### src/rtl/keypad_scan_ctrl.sv
`default_nettype none
// ============================================================================
// Module   : keypad_scan_ctrl
// Brief    : 4x4 active-low keypad scanner with press/release debounce.
//            Optional auto-repeat while held: define KEYPAD_REPEAT_EN.
// Revision : 1.0
// ============================================================================
module keypad_scan_ctrl #(
    parameter int SETTLE_CYCLES   = 16,
    parameter int DEBOUNCE_CYCLES = 500_000,
    parameter int REPEAT_CYCLES   = 25_000_000
) (
    input  logic       clk,
    input  logic       rst_n,
    input  logic [3:0] row_n,
    output logic [3:0] col_n,
    output logic [3:0] key_code,
    output logic       key_validn,
    output logic       scan_busy
);

    localparam int SW = $clog2(SETTLE_CYCLES + 1);
    localparam int DW = $clog2(DEBOUNCE_CYCLES + 1);
    localparam logic [SW-1:0] SETTLE_LAST = SW'(SETTLE_CYCLES);
    localparam logic [DW-1:0] DEB_LAST    = DW'(DEBOUNCE_CYCLES - 1);

    typedef enum logic [1:0] {
        S_SCAN     = 2'd0,
        S_DEBOUNCE = 2'd1,
        S_HELD     = 2'd2,
        S_RELEASE  = 2'd3
    } state_t;

    state_t         r_state;
    logic [3:0]     r_sync;
    logic [3:0]     r_rs;
    logic [1:0]     r_col_idx;
    logic [1:0]     r_row_idx;
    logic [SW-1:0]  r_settle_cnt;
    logic [DW-1:0]  r_deb_cnt;

`ifdef KEYPAD_REPEAT_EN
    localparam int RW = $clog2(REPEAT_CYCLES + 1);
    localparam logic [RW-1:0] REP_LAST = RW'(REPEAT_CYCLES - 1);
    logic [RW-1:0]  r_rep_cnt;
`else
    logic           unused_repeat;
    assign unused_repeat = (REPEAT_CYCLES != 0);
`endif

    logic [3:0] w_low;
    logic       w_single;
    logic [1:0] w_row_enc;
    logic       w_row_match;
    logic       w_row_high;
    logic [1:0] w_next_col;

    assign w_low       = ~r_rs;
    assign w_single    = (w_low != 4'b0000) && ((w_low & (w_low - 4'd1)) == 4'b0000);
    assign w_row_match = (r_rs == ~(4'b0001 << r_row_idx));
    assign w_row_high  = r_rs[r_row_idx];
    assign w_next_col  = r_col_idx + 2'd1;

    always_comb begin
        w_row_enc = 2'd0;
        if (w_low[1]) w_row_enc = 2'd1;
        if (w_low[2]) w_row_enc = 2'd2;
        if (w_low[3]) w_row_enc = 2'd3;
    end

    // Index is {row, col}; '*' maps to F and '#' to E.
    function automatic logic [3:0] key_map(input logic [1:0] row, input logic [1:0] col);
        logic [3:0] code;
        case ({row, col})
            4'd0:  code = 4'h1;
            4'd1:  code = 4'h2;
            4'd2:  code = 4'h3;
            4'd3:  code = 4'hA;
            4'd4:  code = 4'h4;
            4'd5:  code = 4'h5;
            4'd6:  code = 4'h6;
            4'd7:  code = 4'hB;
            4'd8:  code = 4'h7;
            4'd9:  code = 4'h8;
            4'd10: code = 4'h9;
            4'd11: code = 4'hC;
            4'd12: code = 4'hF;
            4'd13: code = 4'h0;
            4'd14: code = 4'hE;
            default: code = 4'hD;
        endcase
        return code;
    endfunction

    always_ff @(posedge clk or negedge rst_n) begin
        if (!rst_n) begin
            r_state      <= S_SCAN;
            r_sync       <= 4'hF;
            r_rs         <= 4'hF;
            r_col_idx    <= 2'd0;
            r_row_idx    <= 2'd0;
            r_settle_cnt <= '0;
            r_deb_cnt    <= '0;
            col_n        <= 4'b1110;
            key_code     <= 4'h0;
            key_validn   <= 1'b1;
            scan_busy    <= 1'b0;
`ifdef KEYPAD_REPEAT_EN
            r_rep_cnt    <= '0;
`endif
        end else begin
            r_sync <= row_n;
            r_rs   <= r_sync;
            case (r_state)
                S_SCAN: begin
                    if (r_settle_cnt != SETTLE_LAST) begin
                        r_settle_cnt <= r_settle_cnt + SW'(1);
                    end else if (w_single) begin
                        r_row_idx <= w_row_enc;
                        r_deb_cnt <= '0;
                        scan_busy <= 1'b1;
                        r_state   <= S_DEBOUNCE;
                    end else begin
                        // Idle column or ghosting pattern: move on.
                        r_col_idx    <= w_next_col;
                        col_n        <= ~(4'b0001 << w_next_col);
                        r_settle_cnt <= '0;
                    end
                end
                S_DEBOUNCE: begin
                    if (!w_row_match) begin
                        r_settle_cnt <= '0;
                        scan_busy    <= 1'b0;
                        r_state      <= S_SCAN;
                    end else if (r_deb_cnt == DEB_LAST) begin
                        key_code   <= key_map(r_row_idx, r_col_idx);
                        key_validn <= 1'b0;
                        r_state    <= S_HELD;
`ifdef KEYPAD_REPEAT_EN
                        r_rep_cnt  <= '0;
`endif
                    end else begin
                        r_deb_cnt <= r_deb_cnt + DW'(1);
                    end
                end
                S_HELD: begin
                    if (w_row_high) begin
                        r_deb_cnt <= '0;
                        r_state   <= S_RELEASE;
`ifdef KEYPAD_REPEAT_EN
                        key_validn <= 1'b0;
`endif
                    end else begin
`ifdef KEYPAD_REPEAT_EN
                        // One-cycle high pulse per repeat period looks like a fresh press.
                        if (r_rep_cnt == REP_LAST) begin
                            key_validn <= 1'b1;
                            r_rep_cnt  <= '0;
                        end else begin
                            key_validn <= 1'b0;
                            r_rep_cnt  <= r_rep_cnt + RW'(1);
                        end
`endif
                    end
                end
                S_RELEASE: begin
                    if (!w_row_high) begin
                        r_state <= S_HELD;
                    end else if (r_deb_cnt == DEB_LAST) begin
                        key_validn   <= 1'b1;
                        r_col_idx    <= w_next_col;
                        col_n        <= ~(4'b0001 << w_next_col);
                        r_settle_cnt <= '0;
                        scan_busy    <= 1'b0;
                        r_state      <= S_SCAN;
                    end else begin
                        r_deb_cnt <= r_deb_cnt + DW'(1);
                    end
                end
                default: r_state <= S_SCAN;
            endcase
        end
    end

endmodule
`default_nettype wire

### config.mk
export PLATFORM = sky130hd
export DESIGN_NAME = keypad_scan_ctrl
export DESIGN_NICKNAME = d
export VERILOG_FILES = /design/src/rtl/keypad_scan_ctrl.sv
export SDC_FILE = /design/constraint.sdc
export NUM_CORES = 1
export LEC_CHECK = 0
export CAP_MARGIN = 20
export CORE_ASPECT_RATIO = 1.5
export CORE_UTILIZATION = 59
export DETAILED_ROUTE_END_ITERATION = 16
export HOLD_SLACK_MARGIN = 0.08
export MAX_ROUTING_LAYER = met4
export PLACE_DENSITY = 0.87
export SLEW_MARGIN = 30
export SYNTH_ARGS = -nofsm -noshare
export SYNTH_HDL_FRONTEND = slang
export SYNTH_SLANG_ARGS = --single-unit
### constraint.sdc
create_clock -name clk -period 2.68 [get_ports clk]
set_clock_uncertainty 0.15 [all_clocks]
set_input_delay 0.268 -clock clk [delete_from_list [all_inputs] [get_ports clk]]
set_output_delay 0.268 -clock clk [all_outputs]
set_load 0.05 [all_outputs]
==> out/qor_table.md <==
| Metric | Reported | Unit |
| --- | --- | --- |
| Result of the run | completed | - |
| Die outline height | 85.2 | um |
| GRT Resource Usage Total | 27.4 | % |
| Number of buffers on the longest clock path | 2 | - |
| Drt drc | 0 | - |
| Final HPWL DP | 4070 | um |
| Worst min path class | flip-flop to flip-flop | - |
| Placer congestion estimate | 0.814 | - |
| Share of flip-flops with an asynchronous set or reset after synthesis | 100 | % |
| Most frequent cells in the layout | dfrtp_1, nand2_1, nand3_1, a21oi_1, buf_4 | - |
| Detailed-routing iteration count for the pre-antenna-repair pass | 4 | - |
| Net count after synthesis | 289 | - |
| Crit path launch type | flip-flop | - |
| Setup TNS | 0 | ns |
| Syn avg cell area | 9.98 | sq um |
| Reported leakage power | 1.29 | nW |
| Antenna diode count | 0 | - |
| Final standard cell utilization of the core | 71.4 | % |
| Arrival time worst endpoint | 2.71 | ns |
| CTS tree | built | - |
| Fraction of final layout cells with drive strength greater than 1 | 18.1 | % |
| Via count | 2242 | - |
| Total Wirelength | 6050 | um |
| Floorplan core area | 4320 | sq um |
| Register bit total from synthesis | 48 | - |
| Final max-slew violation count | 0 | - |
| Pin count of the biggest net entering global routing | 34 | - |
| H-Tree Depth | 2 | - |
| Clock root buffer | clkbuf_8 | - |
| Post-placement cell area | 2900 | sq um |
| Detail-routed via count per cell | 6.52 | - |
| Max cap viols | 0 | - |
| Highest net fanout along the worst path | 14 | - |
| Area of the die | 4900 | sq um |
| Final clock period utilization by the worst path | 98.0 | % |
| Clock transition at path regs | 0.08 | ns |
| Number of fill cells in the layout | 293 | - |
| Via count of the first global-routing pass | 2136 | - |
| Number of warnings reported in the yosys synthesis log | 0 | - |
| Endpoint type of the worst setup path | flip-flop | - |
| Final design area excluding fillers | 3080 | sq um |
| Remaining antenna violation count | 0 | - |
| First-iteration detailed-routing DRC count | 95 | - |
| Post-synth cell types | 58 | - |
| Most used DFF post-synth | dfrtp_1 | - |
| Final count of hold timing violations | 0 | - |
| Setup violators final | 0 | - |
| Number of cells produced by synthesis | 273 | - |
| Startpoint-to-endpoint class of the critical path | flip-flop to flip-flop | - |
| Hold_ws | 0.208 | ns |
| First-pass GRT wire length | 10100 | um |
| Later-pin clock latency in the skew report | 0.30 | ns |
| Die Wd | 57.5 | um |
| Power density relative to cell area | 703 | nW/um^2 |
| Total power after layout | 2.17 | mW |
| Average detailed-routed wire length per instance | 17.6 | um |
| Starting utilization of the core area | 63.1 | % |
| Total number of clock tree sinks | 48 | - |
| Number of buffers added on ports | 15 | - |
| Worst vdd rail ir drop | 715 | uV |
| Worst slew margin | 65.7 | % |
| Most frequent standard cell in the layout excluding fill and tap cells | dfrtp_1 | - |
| Transition time at the pin with the least slew margin | 0.512 | ns |
| Site Rows | 29 | - |
| Required time of the worst setup path | 2.77 | ns |
| Highest clock rate | 381 | MHz |
| Number of enable-type register cells in the synthesized netlist | 0 | - |
| Shortest period the worst path allows | 2.63 | ns |
| Register area share after synthesis | 44.6 | % |
| Overflow left after global routing | 0 | - |
| Total Nets Final | 313 | - |
| Number of ports placed on the die boundary | 16 | - |
| Number of CTS-inserted buffers | 5 | - |
| Initial antenna violation count | 0 | - |
| Netlist Area Pre-Place | 2730 | sq um |
| Synthesis-to-layout area growth | 13.1 | % |
critical path: stages (launching register included):
cell and delay (ns):
dfstp_2 0.60, nand4b_2 0.17, o32a_1 0.35, a211o_1 0.36, and2_4 0.21, buf_4 0.15, or4_1 0.48, nand3_1 0.09
path summary, 6_finish.rpt:
kind | to | startpoint | slack, ns | cells after the start
hold reg to reg | r_rs[3] | r_sync[3] | 0.21 | 0
min in group asynchronous | r_settle_cnt[3] | rst_n | 0.28 | 2
hold / removal | r_rs[3] | r_sync[3] | 0.21 | 0
max in group asynchronous | col_n[2] | rst_n | 1.33 | 3
setup / recovery | r_deb_cnt[7] | r_rs[3] | 0.05 | 7
setup reg to reg | r_deb_cnt[7] | r_rs[3] | 0.05 | 7
state kept, by name, indices dropped and copies added, names as in the netlist:
name,cells
r_settle_cnt,5
r_col_idx,2
r_deb_cnt,19
col_n,4
scan_busy,1
key_code,4
r_sync,4
r_row_idx,2
r_state,2
r_rs,4
key_validn,1
where the power goes:
part / switching [mW] / internal [mW]
sequential: 0.130 / 0.848
clock: 0.236 / 0.277
combinational: 0.386 / 0.289
cell type report:
class / instances / area (sq um) / area share, %
multi-input combinational: 202 / 1400 / 45.3
sequential: 48 / 1220 / 39.5
timing repair buffer: 32 / 275 / 8.93
clock buffer: 6 / 72.6 / 2.35
tap: 46 / 57.6 / 1.87
clock inverter: 2 / 35.0 / 1.14
inverter: 8 / 30.0 / 0.974
layer usage:
layer | global-route usage [%] | share of wire [%] | vias to the layer above
met5 | - | 0 | -
met4 | 11.5 | 3.6 | 0
met3 | 3.51 | 3.7 | 23
met2 | 44.9 | 52 | 74
met1 | 33.9 | 41 | 1083
li1 | - | - | 1062
timing repair:
action                     CTS  global route
setup endpoints to repair    0             5
hold buffers                 1             0
hold endpoints to repair    19             0
gates resized for setup      0             2
buffers inserted             0             7
cell families after synthesis:
logic type,after synthesis,share of synthesized area (%)
adder cells (fa/ha/maj),10,4.59
AND/OR/NAND/NOR,113,24.2
XOR/XNOR,5,1.61
AO/OA/AOI/OAI,64,16.1
buffers and inverters,24,4.73
flip-flops,48,44.6
multiplexers,9,4.22
synthesized netlist by cell type (all sizes together), types with 3 or more instances:
cell	count	share of area, %
nand2	35	4.8
or3	6	1.4
xnor2	5	1.6
clkbuf	9	1.2
o21ai	15	2.8
mux2	7	2.9
and3	4	0.92
o31ai	6	1.7
nor3	6	1.1
o211ai	5	1.7
dfrtp	36	33
dfstp	12	12
nand3b	3	0.83
inv	8	1.1
nand4b	4	1.5
nand3	17	3.1
or4	9	2.6
nand4	3	0.69
nor3b	3	0.83
a21oi	19	3.9
and2	3	0.78
buf	7	2.4
ha	10	4.6
nor2	7	0.96
stage by stage:
| stage | std cells | setup WS, ns |
|---|---|---|
| floorplan | 273 | 0.275 |
| global placement | 327 | 0.206 |
| detailed placement | 327 | 0.132 |
| CTS | 336 | 0.0385 |
| global route | 344 | -0.0192 |
| finish | 344 | 0.0540 |
Power figures use the tool's default switching activity.
